`config.mk`:
```
export PLATFORM = sky130hd
export DESIGN_NAME = stream_rr_arbiter
export DESIGN_NICKNAME = d
export VERILOG_FILES = /design/src/rtl/stream_rr_arbiter.sv
export SDC_FILE = /design/constraint.sdc
export NUM_CORES = 1
export LEC_CHECK = 0
export BUFFER_PORTS_ARGS = -buffer_cell sky130_fd_sc_hd__buf_2
export CAP_MARGIN = 20
export CORE_ASPECT_RATIO = 0.75
export CORE_UTILIZATION = 39
export DETAILED_ROUTE_END_ITERATION = 8
export GPL_TIMING_DRIVEN = 0
export MAX_ROUTING_LAYER = met4
export PLACE_DENSITY = 0.87
export SLEW_MARGIN = 15
export SYNTH_ARGS = -nofsm -noshare
export SYNTH_HDL_FRONTEND = slang
export SYNTH_SLANG_ARGS = --single-unit
```
`constraint.sdc`:
```
create_clock -name BUS_CLK -period 3 [get_ports BUS_CLK]
set_clock_uncertainty 0.05 [all_clocks]
set_input_delay 0.9 -clock BUS_CLK [delete_from_list [all_inputs] [get_ports BUS_CLK]]
set_output_delay 0.9 -clock BUS_CLK [all_outputs]
set_load 0.01 [all_outputs]
```
`src/rtl/stream_rr_arbiter.sv`:
```
`default_nettype none
// ============================================================================
// Module   : stream_rr_arbiter
// Purpose  : Round-robin merger of N_CH FWFT source FIFOs into one 32-bit
//            FWFT stream with a one-word registered output stage. Each grant
//            is a burst of up to BURST_MAX words (0 = unlimited).
// Revision : 1.0  initial release
// ============================================================================
module stream_rr_arbiter #(
    parameter int N_CH      = 4,
    parameter int BURST_MAX = 16,
    localparam int CW       = (N_CH > 1) ? $clog2(N_CH) : 1
) (
    input  logic                BUS_CLK,
    input  logic                BUS_RST_N,
    input  logic [N_CH-1:0]     CH_ENABLE,
    input  logic [N_CH-1:0]     CH_FIFO_EMPTY,
    input  logic [32*N_CH-1:0]  CH_FIFO_DATA,
    output logic [N_CH-1:0]     CH_FIFO_READ,
    input  logic                FIFO_READ_NEXT,
    output logic                FIFO_EMPTY,
    output logic [31:0]         FIFO_DATA,
    output logic                GRANT_VALID,
    output logic [CW-1:0]       GRANT_CH
);

    localparam int CNTW = (BURST_MAX > 0) ? $clog2(BURST_MAX + 1) : 1;

    typedef enum logic [0:0] {
        IDLE  = 1'b0,
        GRANT = 1'b1
    } state_t;

    state_t          state_q, state_d;
    logic [CW-1:0]   last_q, last_d;
    logic [CW-1:0]   grant_ch_q, grant_ch_d;
    logic [CNTW-1:0] cnt_q, cnt_d;
    logic            out_valid_q, out_valid_d;
    logic [31:0]     out_data_q, out_data_d;

    logic [N_CH-1:0] w_cand;
    logic            w_found;
    logic [CW-1:0]   w_winner;
    logic [CW-1:0]   w_scan;
    logic            w_sel_en;
    logic            w_sel_empty;
    logic [31:0]     w_sel_data;
    logic            w_load;
    logic            w_burst_done;
    logic            w_release;

    // A channel may win arbitration only when enabled and holding data.
    assign w_cand = CH_ENABLE & ~CH_FIFO_EMPTY;

    // Rotating search starting one past the last granted channel.
    always_comb begin
        w_found  = 1'b0;
        w_winner = last_q;
        w_scan   = last_q;
        for (int k = 0; k < N_CH; k++) begin
            w_scan = (w_scan == CW'(N_CH - 1)) ? '0 : w_scan + 1'b1;
            if (!w_found && w_cand[w_scan]) begin
                w_found  = 1'b1;
                w_winner = w_scan;
            end
        end
    end

    // Pick out the flags and head word of the granted channel.
    always_comb begin
        w_sel_en    = 1'b0;
        w_sel_empty = 1'b1;
        w_sel_data  = '0;
        for (int i = 0; i < N_CH; i++) begin
            if (grant_ch_q == CW'(i)) begin
                w_sel_en    = CH_ENABLE[i];
                w_sel_empty = CH_FIFO_EMPTY[i];
                w_sel_data  = CH_FIFO_DATA[32*i +: 32];
            end
        end
    end

    // Transfer one word whenever the output slot is free or being vacated.
    assign w_load = (state_q == GRANT) && w_sel_en && !w_sel_empty &&
                    (!out_valid_q || FIFO_READ_NEXT);

    generate
        if (BURST_MAX > 0) begin : g_burst_limit
            logic [CNTW-1:0] w_cnt_inc;
            assign w_cnt_inc    = cnt_q + 1'b1;
            assign w_burst_done = (w_cnt_inc == CNTW'(BURST_MAX));
        end else begin : g_burst_unlimited
            assign w_burst_done = 1'b0;
        end
    endgenerate

    // A stalled but still eligible channel keeps its grant.
    assign w_release = w_load ? w_burst_done : (w_sel_empty || !w_sel_en);

    // Pop strobe goes only to the granted channel on a load.
    always_comb begin
        CH_FIFO_READ = '0;
        for (int i = 0; i < N_CH; i++) begin
            if (w_load && (grant_ch_q == CW'(i))) begin
                CH_FIFO_READ[i] = 1'b1;
            end
        end
    end

    // Next-state for the arbiter FSM, burst counter and output register.
    always_comb begin
        state_d     = state_q;
        last_d      = last_q;
        grant_ch_d  = grant_ch_q;
        cnt_d       = cnt_q;
        out_valid_d = out_valid_q;
        out_data_d  = out_data_q;

        case (state_q)
            IDLE: begin
                if (w_found) begin
                    state_d    = GRANT;
                    last_d     = w_winner;
                    grant_ch_d = w_winner;
                    cnt_d      = '0;
                end
            end
            GRANT: begin
                if (w_release) begin
                    state_d = IDLE;
                end
            end
            default: state_d = IDLE;
        endcase

        if (w_load) begin
            out_data_d  = w_sel_data;
            out_valid_d = 1'b1;
            cnt_d       = cnt_q + 1'b1;
        end else if (FIFO_READ_NEXT && out_valid_q) begin
            out_valid_d = 1'b0;
        end
    end

    // State registers; channel 0 has first priority out of reset.
    always_ff @(posedge BUS_CLK or negedge BUS_RST_N) begin
        if (!BUS_RST_N) begin
            state_q     <= IDLE;
            last_q      <= CW'(N_CH - 1);
            grant_ch_q  <= '0;
            cnt_q       <= '0;
            out_valid_q <= 1'b0;
            out_data_q  <= '0;
        end else begin
            state_q     <= state_d;
            last_q      <= last_d;
            grant_ch_q  <= grant_ch_d;
            cnt_q       <= cnt_d;
            out_valid_q <= out_valid_d;
            out_data_q  <= out_data_d;
        end
    end

    assign FIFO_EMPTY  = !out_valid_q;
    assign FIFO_DATA   = out_data_q;
    assign GRANT_VALID = (state_q == GRANT);
    assign GRANT_CH    = grant_ch_q;

endmodule
`default_nettype wire

```
=== After elaboration in Yosys (flattened, before gate mapping) ===
Index checks and enable logic that the tools add are counted.

* Logic and storage cells: 96
* Output and inout port bits: 40
* Register bits after elaboration: 43
* Input bits: 139

* Equality and inequality tests: 9
* Bitwise operators: 3
* Mux-type cells: 45
* $add $sub $neg: 5
* $lt $le $gt $ge: 4
* Reductions and logical operators: 24

{| class="wikitable"
|+ Operator list
! operator !! count
|-
| $mux W32 || 4
|-
| $mux W1 || 25
|-
| $mux W2 || 8
|-
| $mux W5 || 3
|-
| $eq A2 B2 Y1 const B || 6
|-
| $lt A2 B3 Y1 const B || 4
|-
| $logic_and A1 B1 Y1 || 11
|-
| $add A2 B1 Y2 const B || 4
|-
| $bmux W1 S2 || 4
|-
| $logic_not A1 Y1 || 6
|-
| $add A5 B1 Y5 const B || 1
|-
| $eq A5 B5 Y1 const B || 1
|-
| $and A4 B4 Y4 || 1
|-
| $not A4 Y4 || 1
|-
| $reduce_and A2 Y1 || 2
|-
| $reduce_bool A2 Y1 || 2
|-
| $eq A2 B1 Y1 const B || 1
|-
| $logic_not A2 Y1 || 1
|-
| $logic_or A1 B1 Y1 || 2
|-
| $ne A2 B1 Y1 const B || 1
|-
| $pmux W1 S2 || 1
|-
| $not A1 Y1 || 1
|}

=== Depth between registers and ports, before layout ===
* Depth after elaboration: 17
* Gate-level depth with buffers: 8
* Depth with buffers taken out: 7

=== Worst setup path after synthesis ===
OpenSTA, ideal clock, no wires.

* Path kind: input to output
* Start: input CH_ENABLE[1]
* End: output CH_FIFO_READ[3]
* Data arrival time: 2.233 ns
* Stages: 8
* Setup slack: -0.183 ns
* Path buffers: 3
* Cell sequence: nor2b_1 -> buf_2 -> mux4_2 -> nand3_2 -> buf_6 -> buf_6 -> inv_1 -> and3_1

* Cells in the longest elaborated chain, start to end: 8

{| class="wikitable"
|+ RTL lines
! what !! line !! RTL
|-
| start, declared || 16 || <nowiki>input logic [N_CH-1:0] CH_ENABLE,</nowiki>
|-
| $mux W1 (3 in a row) || 75 || <nowiki>if (grant_ch_q == CW'(i)) begin</nowiki>
|-
| $logic_and A1 B1 Y1 (3 in a row) || 84 || <nowiki>assign w_load = (state_q == GRANT) && w_sel_en && !w_sel_empty &&</nowiki>
|-
| $logic_and A1 B1 Y1 || 104 || <nowiki>if (w_load && (grant_ch_q == CW'(i))) begin</nowiki>
|-
| $mux W1 || 104 ||
|-
| end, declared || 19 || <nowiki>output logic [N_CH-1:0] CH_FIFO_READ,</nowiki>
|}

No other way between the ends.

=== Worst setup path in the final report ===
* Start: input CH_ENABLE[3]
* End: output CH_FIFO_READ[3]

* Cells in the longest elaborated chain, start to end: 6

{| class="wikitable"
|+ RTL lines
! what !! line
|-
| $mux W1 || 75
|-
| $logic_and A1 B1 Y1 (3 in a row) || 84
|-
| $logic_and A1 B1 Y1 || 104
|-
| $mux W1 || 104
|}

No other way between the ends.

==> results.py <==
metrics = {
    "outcome": {
        "status": "complete, but fails checks",
        "violations": "negative setup slack",
    },
    "placed_design": {
        "hpwl_microns": 6480,
        "gp_congestion": 0.901,
        "port-buffer-count": 178,
        "post_dp_cell_area_sq_mm": 0.00392,
    },
    "setup_path": {
        "crit_path_end_kind": "primary output",
        "path_max_fanout": 4,
        "required_ns": 2.05,
        "critPathTopFamily": "multiplexers",
        "startpoint_type": "input pin",
        "worstSetupPathType": "input pin to primary output",
        "critPathBufInv": 4,
        "arrival_ns": 2.16,
        "critPathMaxStageDelay_ns": 0.51,
        "cp_common_cell": "buf_6",
        "cpMaxStageDelayCell": "mux4_2",
        "worstPathCellList": "buf_6 > nor2b_4 > mux4_2 > nand3_4 > buf_8 > inv_2 > and3_4 > buf_6",
    },
    "routing": {
        "ant_nets": 0,
        "drt_iter0_drc": 211,
        "totalWireLength_microns": 8320,
        "drc": 0,
        "wl_per_cell_microns": 16.1,
        "vias_per_cell": 5.42,
        "dr.pass1.iters": 5,
        "dr_total_vias": 2800,
    },
    "timing": {
        "final_max_slew_viol_count": 0,
        "layout_worst_path_cycle_share_pct": 104,
        "slew_headroom_pct": 57.5,
        "fin_crit_ns": 3.11,
        "clock.fmax_mhz": 322,
        "rsz0062_at_grt": "yes",
        "worst_pin_slew_ns": 0.638,
        "finalSetupTns_ns": -0.318,
        "hold_viol": 0,
        "setup_viol": 4,
        "postLayoutSetupSlackWorst_ns": -0.110,
    },
    "cts": {
        "h-tree-depth": 2,
        "cts_tree": "done",
        "cts_made_buffers": 5,
        "path_clk_slew_ns": 0.09,
        "hold_buffers": 0,
        "insertion_delay_ns": 0.29,
        "cts.path.max_buffers": 2,
        "cts.sinks": 43,
        "root_buffer": "clkbuf_8",
    },
    "finish": {
        "finalInstanceArea_sq_mm": 0.00418,
        "final_layout_size_suffix_gt1_share_pct": 66.3,
        "n_antenna_cell": 0,
        "fillCellCount": 611,
        "seq_area_sq_mm": 0.00108,
        "fin_nets": 560,
        "multi_input_area_sq_mm": 0.00175,
        "syn2layout_area_growth_pct": 44.3,
    },
    "pwr": {
        "clkPwrFrac_pct": 12.5,
        "ir_drop_v": 0.000378,
        "seqPwrFrac_pct": 29.0,
        "combinationalPowerShare_pct": 58.5,
        "p_per_area_mw_per_mm2": 861,
        "leakagePower_nw": 1.98,
        "p_sw_share_pct": 38.2,
        "p_int_mw": 2.22,
        "power.switching_mw": 1.38,
    },
    "yosys": {
        "synth_simple_gate_area_share_pct": 10.2,
        "synthCells": 226,
        "synth_top_area_share_pct": 35.5,
        "syn_area_sq_mm": 0.00289,
        "synth-compound-area-share_pct": 8.13,
        "synth_top_area_cell": "dfrtp_1",
        "synthXorXnorAreaFrac_pct": 0.605,
        "ys_async_sr_fraction_pct": 100,
        "yosys-top-cells-count": "dfrtp_1 (41), mux4_2 (33), mux2_2 (27)",
        "synthMuxAreaShare_pct": 38.5,
        "synth_nets": 368,
        "synth_ff_type": "dfrtp_1",
        "yosysSeqAreaShare_pct": 37.3,
        "yosys_warnings": 0,
        "synthMostInstantiatedCell": "dfrtp_1",
        "synth_enable_flop_cells": 0,
        "synth_area_leaders": "dfrtp_1 (35%), mux4_2 (26%), mux2_2 (11%)",
        "synthAdderAreaFrac_pct": 1.30,
        "avgSynthCellArea_sq_um": 12.8,
        "synth_seq_cells": 43,
        "synth_cell_types": 47,
        "synth_top_family_by_area": "multiplexers",
    },
    "grt": {
        "globalRouteOverflowTotal": 0,
        "grt_max_degree": 44,
        "grt_antenna_before_repair": 0,
        "grt_pass1_vias": 2800,
        "grt_pass1_wl_microns": 13100,
        "grt_usage_pct": 22.1,
    },
    "floorplanning": {
        "die_area_sq_mm": 0.00777,
        "die_y_microns": 76.6,
        "start_util_pct": 41.4,
        "rows": 26,
        "die_w_microns": 101,
        "io_pins": 179,
        "core_area_sq_mm": 0.00699,
    },
    "job": {
        "maxCapViolCount": 0,
    },
    "hold_path": {
        "worstHoldPathType": "register to register",
    },
}
[power groups by stage]
| stage | combinational, mW | sequential, mW | clock, mW |
|---|---|---|---|
| 2_1_floorplan | 1.32 | 1.14 | 0 |
| 3_3_place_gp | 2.00 | 1.03 | 0 |
| 3_5_place_dp | 2.07 | 1.05 | 0 |
| 4_1_cts | 2.12 | 1.04 | 0.464 |
| 5_1_grt | 2.30 | 1.08 | 0.492 |
| 6_report | 2.10 | 1.04 | 0.450 |
[per-layer routing]
layer | vias to the layer above | routed length [microns] | share of wire, % | global-route usage (%)
met2 | 175 | 4220 | 51 | 38.2
met1 | 1345 | 3290 | 40 | 26.8
met4 | 0 | 81 | 0.97 | 4.20
met5 | - | 0 | 0 | -
li1 | 1262 | - | - | -
met3 | 18 | 728 | 8.8 | 4.77
[what timing repair did]
item | in CTS | in global routing
resized for setup | 17 | 0
setup endpoints to repair | 4 | 4
buffers inserted | 7 | 3
gates cloned | 0 | 0
pin swaps | 1 | 1
[final cells by class]
cell class	count	area share (%)
Multi-Input combinational cell	161	42.0
Sequential cell	43	25.8
Timing Repair Buffer	189	24.4
Tap cell	98	2.94
Buffer	15	2.10
Clock buffer	7	1.83
Clock inverter	1	0.719
Inverter	3	0.270
[cells by family after synthesis]
group / count (synthesis)
adders and majority gates: 3
DFF: 43
buffers and inverters: 22
xor gates and xnor gates: 2
AOI/OAI and AO/OA: 35
muxes: 66
and+or+nand+nor: 55
[stage by stage]
step	utilization [%]	setup WS (ns)	std cells	hold WS (ns)	power, mW
6_report	59.7	-0.110	517	0.444	3.60
5_1_grt	59.7	-0.141	517	0.473	3.87
4_1_cts	59.4	-0.192	515	0.449	3.63
3_5_place_dp	56.1	-0.550	502	0.429	3.12
3_3_place_gp	56.1	-0.508	502	0.418	3.03
2_1_floorplan	-	-0.154	226	0.433	2.47
[flip-flops by register name, summed over array words and instances, names as in the netlist]
| signal | count |
|---|---|
| FIFO_DATA | 32 |
| last_q | 2 |
| out_valid_q | 1 |
| cnt_q | 5 |
| GRANT_CH | 2 |
| GRANT_VALID | 1 |
[path summary, 6_finish.rpt]
kind	startpoint	end	slack [ns]	cells past startpoint
hold reg to reg	FIFO_DATA[8]$_DFFE_PN0P_	FIFO_DATA[8]$_DFFE_PN0P_	0.44	1
setup reg to reg	GRANT_CH[0]$_DFFE_PN0P_	FIFO_DATA[1]$_DFFE_PN0P_	0.68	4
hold / removal	FIFO_DATA[8]$_DFFE_PN0P_	FIFO_DATA[8]$_DFFE_PN0P_	0.44	1
max in group asynchronous	BUS_RST_N	last_q[1]$_DFFE_PN1P_	1.87	2
min in group asynchronous	BUS_RST_N	GRANT_VALID$_DFF_PN0_	0.46	1
setup / recovery	CH_ENABLE[3]	CH_FIFO_READ[3]	-0.11	8
[layout by cell type, fill, tap and decap left out, types with 2 or more instances in the layout]
master,synthesis,layout
a211oi_1,2,2
a21o_1,2,2
a21oi_1,7,7
buf_2,6,177
buf_4,3,12
buf_6,2,6
clkbuf_1,8,9
clkbuf_8,0,5
dfrtp_1,41,41
dfstp_2,2,2
ha_1,3,3
inv_1,3,2
mux2_1,5,5
mux2_2,27,27
mux4_2,33,33
nand2_1,8,8
nand2b_1,5,5
nand3_1,7,7
nand4_1,3,3
nor2_1,10,10
nor2b_4,0,4
nor3_1,7,7
nor3b_2,0,2
o211ai_1,2,2
o21ai_0,9,9
xor2_1,2,2
(Power assumes the default switching activity.)
